==> src/rtl/time_set_ctrl_if.sv <==
// ---------------------------------------------------------------------------
// time_set_ctrl_if
//   Groups the strobe/button inputs and the registered clock-display outputs
//   of the time-of-day set controller into one bundle.
//
//   master modport (driver side, e.g. button front end / testbench):
//     tick, btn_mode, btn_inc, btn_dec      -> out
//     hh, mm, ss, mode, blink, day_pulse    <- in
//   slave modport (time_set_ctrl):
//     tick      1 Hz one-clk timekeeping strobe
//     btn_mode  one-clk debounced pulse, advance mode
//     btn_inc   one-clk debounced pulse, increment edited field
//     btn_dec   one-clk debounced pulse, decrement edited field
//     hh/mm/ss  BCD hours/minutes/seconds
//     mode      00 RUN, 01 SET_HR, 10 SET_MIN, 11 SET_SEC
//     blink     1 = display blanks the field under edit
//     day_pulse one-clk pulse on the end-of-day rollover
// ---------------------------------------------------------------------------
interface time_set_ctrl_if;
    logic       tick;
    logic       btn_mode;
    logic       btn_inc;
    logic       btn_dec;
    logic [7:0] hh;
    logic [7:0] mm;
    logic [7:0] ss;
    logic [1:0] mode;
    logic       blink;
    logic       day_pulse;

    modport master (
        output tick,
        output btn_mode,
        output btn_inc,
        output btn_dec,
        input  hh,
        input  mm,
        input  ss,
        input  mode,
        input  blink,
        input  day_pulse
    );

    modport slave (
        input  tick,
        input  btn_mode,
        input  btn_inc,
        input  btn_dec,
        output hh,
        output mm,
        output ss,
        output mode,
        output blink,
        output day_pulse
    );
endinterface

==> src/rtl/time_set_ctrl.sv <==
// ---------------------------------------------------------------------------
// time_set_ctrl
//   BCD time-of-day counter with a four-state set mode
//   (RUN -> SET_HR -> SET_MIN -> SET_SEC -> RUN on btn_mode).
//   In RUN each tick advances hh:mm:ss with BCD carries, wrapping hours after
//   HOUR_MAX and raising day_pulse for the cycle 00:00:00 first appears.
//   In a SET state timekeeping is frozen; btn_inc/btn_dec adjust only the
//   selected field with per-field wrap, and blink toggles on each tick.
//   All outputs are registered (1 clk latency).
//
//   Parameters:
//     HOUR_MAX  BCD hour value after which hours wrap to 00 (8'h01..8'h99)
//   Ports:
//     clk       system clock, rising edge
//     reset     asynchronous active-low reset
//     bus       time_set_ctrl_if.slave (strobes in, display fields out)
// ---------------------------------------------------------------------------
module time_set_ctrl #(
    parameter logic [7:0] HOUR_MAX = 8'h23
) (
    input  logic                 clk,
    input  logic                 reset,
    time_set_ctrl_if.slave       bus
);

    typedef enum logic [1:0] {
        StRun    = 2'b00,
        StSetHr  = 2'b01,
        StSetMin = 2'b10,
        StSetSec = 2'b11
    } state_e;

    localparam logic [7:0] MinSecMax = 8'h59;

    state_e     state_q, state_d;
    logic [7:0] hh_q, hh_d;
    logic [7:0] mm_q, mm_d;
    logic [7:0] ss_q, ss_d;
    logic       blink_q, blink_d;
    logic       day_pulse_q, day_pulse_d;

    // BCD increment with wrap to 00 after max. Anything at or above max also
    // wraps, so a corrupted field always falls back into the legal range.
    function automatic logic [7:0] bcd_inc(input logic [7:0] val, input logic [7:0] max);
        logic [7:0] res;
        if (val >= max) begin
            res = 8'h00;
        end else if (val[3:0] >= 4'd9) begin
            res = {val[7:4] + 4'd1, 4'd0};
        end else begin
            res = val + 8'd1;
        end
        return res;
    endfunction

    // BCD decrement with wrap to max below 00; units borrow x0 -> (x-1)9.
    function automatic logic [7:0] bcd_dec(input logic [7:0] val, input logic [7:0] max);
        logic [7:0] res;
        if (val == 8'h00 || val > max) begin
            res = max;
        end else if (val[3:0] == 4'd0) begin
            res = {val[7:4] - 4'd1, 4'd9};
        end else begin
            res = val - 8'd1;
        end
        return res;
    endfunction

    // Next-state and datapath update.
    always_comb begin
        state_d     = state_q;
        hh_d        = hh_q;
        mm_d        = mm_q;
        ss_d        = ss_q;
        blink_d     = blink_q;
        day_pulse_d = 1'b0;

        if (bus.btn_mode) begin
            // Mode change wins over everything: coincident tick/inc/dec dropped.
            case (state_q)
                StRun:    state_d = StSetHr;
                StSetHr:  state_d = StSetMin;
                StSetMin: state_d = StSetSec;
                default:  state_d = StRun;
            endcase
            blink_d = (state_d != StRun);
        end else if (state_q == StRun) begin
            blink_d = 1'b0;
            if (bus.tick) begin
                ss_d = bcd_inc(ss_q, MinSecMax);
                if (ss_q == MinSecMax) begin
                    mm_d = bcd_inc(mm_q, MinSecMax);
                    if (mm_q == MinSecMax) begin
                        hh_d        = bcd_inc(hh_q, HOUR_MAX);
                        day_pulse_d = (hh_q == HOUR_MAX);
                    end
                end
            end
        end else begin
            if (bus.tick) begin
                blink_d = ~blink_q;
            end
            // Both buttons together cancel out.
            if (bus.btn_inc ^ bus.btn_dec) begin
                blink_d = 1'b1;
                case (state_q)
                    StSetHr: begin
                        hh_d = bus.btn_inc ? bcd_inc(hh_q, HOUR_MAX) : bcd_dec(hh_q, HOUR_MAX);
                    end
                    StSetMin: begin
                        mm_d = bus.btn_inc ? bcd_inc(mm_q, MinSecMax) : bcd_dec(mm_q, MinSecMax);
                    end
                    StSetSec: begin
                        ss_d = bus.btn_inc ? bcd_inc(ss_q, MinSecMax) : bcd_dec(ss_q, MinSecMax);
                    end
                    default: ;
                endcase
            end
        end
    end

    always_ff @(posedge clk or negedge reset) begin
        if (!reset) begin
            state_q     <= StRun;
            hh_q        <= 8'h00;
            mm_q        <= 8'h00;
            ss_q        <= 8'h00;
            blink_q     <= 1'b0;
            day_pulse_q <= 1'b0;
        end else begin
            state_q     <= state_d;
            hh_q        <= hh_d;
            mm_q        <= mm_d;
            ss_q        <= ss_d;
            blink_q     <= blink_d;
            day_pulse_q <= day_pulse_d;
        end
    end

    assign bus.hh        = hh_q;
    assign bus.mm        = mm_q;
    assign bus.ss        = ss_q;
    assign bus.mode      = state_q;
    assign bus.blink     = blink_q;
    assign bus.day_pulse = day_pulse_q;

endmodule

==> src/flat_wrapper.sv <==
// flat-port wrapper written by rule: the top's interface ports become plain ports
module time_set_ctrl_flat 
#(
    parameter logic [7:0] HOUR_MAX = 8'h23
)
  (clk, reset, bus_tick, bus_btn_mode, bus_btn_inc, bus_btn_dec, bus_hh, bus_mm, bus_ss, bus_mode, bus_blink, bus_day_pulse);
  time_set_ctrl_if bus_i ();
  input  logic clk;
  input  logic reset;
  input wire logic [$bits(bus_i.tick)-1:0] bus_tick;
  input wire logic [$bits(bus_i.btn_mode)-1:0] bus_btn_mode;
  input wire logic [$bits(bus_i.btn_inc)-1:0] bus_btn_inc;
  input wire logic [$bits(bus_i.btn_dec)-1:0] bus_btn_dec;
  output wire logic [$bits(bus_i.hh)-1:0] bus_hh;
  output wire logic [$bits(bus_i.mm)-1:0] bus_mm;
  output wire logic [$bits(bus_i.ss)-1:0] bus_ss;
  output wire logic [$bits(bus_i.mode)-1:0] bus_mode;
  output wire logic [$bits(bus_i.blink)-1:0] bus_blink;
  output wire logic [$bits(bus_i.day_pulse)-1:0] bus_day_pulse;
  assign bus_i.tick = bus_tick;
  assign bus_i.btn_mode = bus_btn_mode;
  assign bus_i.btn_inc = bus_btn_inc;
  assign bus_i.btn_dec = bus_btn_dec;
  assign bus_hh = bus_i.hh;
  assign bus_mm = bus_i.mm;
  assign bus_ss = bus_i.ss;
  assign bus_mode = bus_i.mode;
  assign bus_blink = bus_i.blink;
  assign bus_day_pulse = bus_i.day_pulse;
  time_set_ctrl #(.HOUR_MAX(HOUR_MAX)) u_core (.clk(clk), .reset(reset), .bus(bus_i));
endmodule
==> config.mk <==
export PLATFORM = sky130hd
export DESIGN_NAME = time_set_ctrl_flat
export DESIGN_NICKNAME = d
export VERILOG_FILES = /design/src/rtl/time_set_ctrl_if.sv /design/src/rtl/time_set_ctrl.sv /design/src/flat_wrapper.sv
export SDC_FILE = /design/constraint.sdc
export NUM_CORES = 1
export LEC_CHECK = 0
export BUFFER_PORTS_ARGS = -buffer_cell sky130_fd_sc_hd__buf_2
export CORE_ASPECT_RATIO = 0.7
export CORE_UTILIZATION = 54
export CTS_CLUSTER_DIAMETER = 150
export DETAILED_ROUTE_END_ITERATION = 12
export PLACE_DENSITY_LB_ADDON = 0.25
export SLEW_MARGIN = 40
export SYNTH_ARGS = -nofsm -noshare
export SYNTH_HDL_FRONTEND = slang
export SYNTH_SLANG_ARGS = --single-unit
==> constraint.sdc <==
create_clock -name clk -period 3.42 [get_ports clk]
set_input_delay 0.684 -clock clk [delete_from_list [all_inputs] [get_ports clk]]
set_output_delay 0.684 -clock clk [all_outputs]
set_load 0.01 [all_outputs]
# Yosys cells after proc, flatten, opt, wreduce, memory -nomap -nowiden
# Cells that the tools add are included.
[word_totals]
word_cells = 99
output_inout_bits = 28
reg_bits = 28
input_bits = 6
[classes]
reduce_logical = 19
order_cmp = 9
eq_ne = 9
add_sub_neg = 12
bitwise_logic = 3
n_mux = 41
[op_table]
columns = ["operator", "count"]
rows = [
  ["$mux 8", 30],
  ["$add 8x1->8 const B", 3],
  ["$logic_not 8->1", 3],
  ["$sub 8x1->8 const B", 3],
  ["$eq 8x7->1 const B", 2],
  ["$ge 8x7->1 const B", 2],
  ["$gt 8x7->1 const B", 2],
  ["$add 4x1->4 const B", 3],
  ["$ge 4x4->1 const B", 3],
  ["$logic_not 4->1", 3],
  ["$sub 4x1->4 const B", 3],
  ["$reduce_bool 2->1", 5],
  ["$mux 1", 9],
  ["$eq 8x6->1 const B", 1],
  ["$ge 8x6->1 const B", 1],
  ["$gt 8x6->1 const B", 1],
  ["$ne 2x2->1 const B", 3],
  ["$pmux 2 s3", 1],
  ["$reduce_and 6->1", 1],
  ["$reduce_and 5->1", 1],
  ["$eq 2x2->1 const B", 2],
  ["$reduce_and 4->1", 1],
  ["$reduce_bool 4->1", 1],
  ["$logic_or 1x1->1", 3],
  ["5 further kinds", 6],
]

# Logic depth before layout (Yosys ltp)
[depth]
depth_word = 7
mapped_depth = 9
ltp_nobuf = 7

# Least setup slack after synthesis
# OpenSTA, ideal clock, no wires.
[synth_timing]
kind = "reg2reg"
from = "register u_core.ss_q[1], in the netlist u_core.bus.ss[1]"
to = "register u_core.ss_q[4], in the netlist u_core.bus.ss[4]"
slack_ns = 1.197
setup_time_ns = 0.139
synth_period_minus_slack_ns = 2.223
stages_incl_launch_ff = 8
required_ns = 3.281
arrival_ns = 2.084
path_buffers = 0
cell_sequence = "dfrtp_1 -> inv_1 -> ha_1 -> or3b_2 -> and2_1 -> xnor2_1 -> a2111oi_0 -> a211oi_1"
[synth_between]
elab_chain_cells = 7
word_cells_on_any_way = 17
cone_classes = "2 x add/sub; 3 x order compare; 9 x mux; 3 x reduce/logical"
[synth_lines]
columns = ["item", "line_no", "text"]
rows = [
  ["start, declared", "time_set_ctrl.sv:38", "logic [7:0] ss_q, ss_d;"],
  ["start signal, assigned", "time_set_ctrl.sv:134", "ss_q <= ss_d;"],
  ["$sub 8x1->8 (tied with other cells)", "time_set_ctrl.sv:64", "res = val - 8'd1;"],
  ["$mux 8 (tied with other cells)", "time_set_ctrl.sv:61", "end else if (val[3:0] == 4'd0) begin"],
  ["$mux 8 (on tied branches)", "time_set_ctrl.sv:59, time_set_ctrl.sv:46", ""],
  ["$mux 8", "time_set_ctrl.sv:114", "ss_d = bus.btn_inc ? bcd_inc(ss_q, MinSecMax) : bcd_dec(ss_q, MinSecMax);"],
  ["$mux 8", "time_set_ctrl.sv:106", "case (state_q)"],
  ["$mux 8", "time_set_ctrl.sv:104", "if (bus.btn_inc ^ bus.btn_dec) begin"],
  ["$mux 8 (*)", "time_set_ctrl.sv:87", "end else if (state_q == StRun) begin"],
]
# Mark *: on every way between the ends. The rest lies on a longest branch, timed or not. The select of a mux whose other input is x is not followed.
# A chain may end at the register's enable or synchronous reset.

# Final worst setup path
[layout_timing]
from = "register u_core.ss_q[1], in the netlist u_core.bus.ss[1]"
to = "register u_core.mm_q[2], in the netlist u_core.bus.mm[2]"
[layout_between]
elab_chain_cells = 3
[layout_lines]
columns = ["item", "line_no", "text"]
rows = [
  ["$eq 8x7->1", "time_set_ctrl.sv:91", "if (ss_q == MinSecMax) begin"],
  ["$ne 2x2->1 (no line)", "--", ""],
  ["$reduce_and 5->1 (no line)", "--", ""],
  ["end signal, assigned", "time_set_ctrl.sv:133", "mm_q <= mm_d;"],
  ["end, declared", "time_set_ctrl.sv:37", "logic [7:0] mm_q, mm_d;"],
]
# Every way passes these cells.

==> out/results.ini <==
[run_status]
status=finished clean

[setup_path]
crit_arrival_ns=2.75
cp_max_fo=8
cp-end-kind=flip-flop
crit_type=flip-flop to flip-flop
required_ns=3.60
start_kind=flip-flop

[drt]
dr.first_iter.drc_count=244
vias_per_cell=6.41
antenna_left=0
top_layer_used=met4
drc_errors=0
wl_per_cell_um=16.8
met3WireLength_um=497
vias=2719
met2_length_um=3050
wirelength_um=7130
wl_met1_um=3560
drtPass1Iterations=5

[placed_design]
dpl_cell_area_um2=2890
io_buffer_count=33
place_ws_ns=0.923
gp_congestion=0.938
hpwl_um=5190
dp_cells=420

[timing]
fmax_mhz=390
setup_viol=0
maxSlewHeadroom=0.510
layout_setup_ws_ns=0.857
maxSlewViolCount=0
period_minus_slack_ns=2.56
hold_viol=0
fin_crit_sh=0.749
rsz0062_at_grt=false
finalClockSkew_ns=0.00450
worst_slew_pin_slew_ns=0.731
final.setup.tns_ns=0

[cts]
clk_latency_ns=0.29
numCtsBuffers=3
cts_resized=0
clk_pin_slew_ns=0.11
cts_sinks=28
h-tree-depth=1
clockRootBuffer=clkbuf_8
clk_path_buf_depth=2
post_cts_buffers=0
cts-hold-fix-buffers=0
cts_tree=done

[yosys]
synthTopCellsByArea=dfrtp_1 (26%), ha_1 (13%), nor2_1 (4.3%), o21ai_0 (4.3%), a21oi_1 (3.7%)
synth-edff-count=0
syn-mean-instance-area_um2=8.11
synth.distinct_cells=67
synth_top_area_cell=dfrtp_1
ys_seq_elements=28
synth_ff_type=dfrtp_1
syn_area_um2=2700
yosysTopAreaCellShare=0.259
synth_warnings=0
ys_seq_area_frac=0.259
syn_inst=333
synth_fp_nets=367
synthArstFlopShare=1.00

[final_layout]
seq_area_um2=701
fillers=441
design_area_um2=2960
diodes=0
fin_util=0.618
drive_above_1_share=0.138
finalNetCount=390
syn_to_final_growth_pct=9.45
fin_cells=424
multi_input_area_um2=1840

[global_routing]
grt_use_total=0.282
antenna_found_initial=0
grt_overflow=0
grt_pass1_wl_um=11600
grt_pass1_vias=2339
grt_max_degree=29

[worst_hold_path]
hold_path_class=input pin to async pin

[floorplan]
core-area_um2=4780
initial_core_util=0.565
fp.dieH_um=61.2
die_width_um=86.5
die_area_um2=5290
ios=34
fp-row-count=21

[pwr]
power.density_nw_per_um2=1040
ir_drop_mv=0.425
power.leakage_nw=1.28

[flow_run]
maxCapViolCount=0

## flip-flops by register name, indices dropped and copies added (netlist names)
name	cells
u_core.bus.ss	8
u_core.bus.day_pulse	1
u_core.bus.mode	2
u_core.bus.mm	8
u_core.bus.hh	8
u_core.bus.blink	1
## cells in the mapped netlist, types with 3 or more instances
cell,count
a21o_1,4
a21oi_1,20
a22o_1,3
a31oi_1,10
clkbuf_1,12
dfrtp_1,28
ha_1,28
inv_1,21
nand2_1,24
nand2b_1,7
nand3_1,11
nand4_1,5
nor2_1,31
nor2b_1,3
nor3_1,11
nor3b_1,4
nor4b_1,3
o211ai_1,3
o21ai_0,23
o21bai_1,4
o22ai_1,3
o31ai_1,9
or3_1,3
xnor2_1,5
## report_power, final
group          internal [mW]  switching [mW]
Clock                  0.157           0.118
Sequential             0.472           0.312
Combinational          0.816            1.19
## metal layers
metal | track usage | up-vias
met2 | 0.424 | 127
met3 | 0.0456 | 4
met4 | 0.0524 | 0
met1 | 0.429 | 1293
met5 | 0 | -
li1 | - | 1295
## layout make-up
type | instances | share of cell area
Multi-Input combinational cell | 267 | 0.622
Sequential cell | 28 | 0.237
Timing Repair Buffer | 35 | 0.0609
Tap cell | 69 | 0.0292
Inverter | 21 | 0.0267
Clock buffer | 3 | 0.0140
Clock inverter | 1 | 0.0102
## per-stage QoR
step / power [mW] / hold WS [ns]
CTS: 3.02 / 0.430
finish: 3.07 / 0.407
global placement: 2.71 / 0.549
global route: 3.35 / 0.462
detailed placement: 2.74 / 0.552
floorplan: 2.19 / 0.388
## cell usage in the layout (no fill, tap or decap), types with 7 or more instances in the layout
cell type and instances:
nand2b_1 7, nor3_1 11, o31ai_1 9, nand3_1 11, nor2_1 31, a21oi_1 20
ha_1 28, nand2_1 24, buf_2 33, a31oi_1 10, o21ai_0 23, inv_1 21
dfrtp_1 28
## critical path, cell delays in order (launching register included)
cell and delay (ns):
dfrtp_1 0.47, inv_1 0.16, ha_1 0.18, or3b_4 0.38
or2_0 0.41, o32ai_2 0.43, o221ai_2 0.18, a22o_1 0.26
## path summary, 6_finish.rpt
path	endpoint	cells after the start	startpoint	slack, ns
max reg2reg	u_core.bus.mm[2]$_DFFE_PN0P_	7	u_core.bus.ss[1]$_DFFE_PN0P_	0.86
min	u_core.bus.mode[0]$_DFFE_PN0P_	1	reset	0.41
max in group asynchronous	u_core.bus.ss[0]$_DFFE_PN0P_	1	reset	2.59
min reg2reg	u_core.bus.hh[7]$_DFFE_PN0P_	2	u_core.bus.hh[7]$_DFFE_PN0P_	0.58
min in group clk	u_core.bus.hh[7]$_DFFE_PN0P_	2	u_core.bus.hh[7]$_DFFE_PN0P_	0.58
max	u_core.bus.mm[2]$_DFFE_PN0P_	7	u_core.bus.ss[1]$_DFFE_PN0P_	0.86
## logic make-up (layout without fill, tap and decap cells)
group | after synthesis | after routing | synth area share
and+or+nand+nor | 116 | 116 | 0.222
buffers and inverters | 38 | 60 | 0.0597
DFF | 28 | 28 | 0.259
adders and majority gates | 28 | 28 | 0.130
AOI/OAI and AO/OA | 118 | 118 | 0.313
xor gates and xnor gates | 5 | 5 | 0.0162
(Power assumes the default switching activity.)
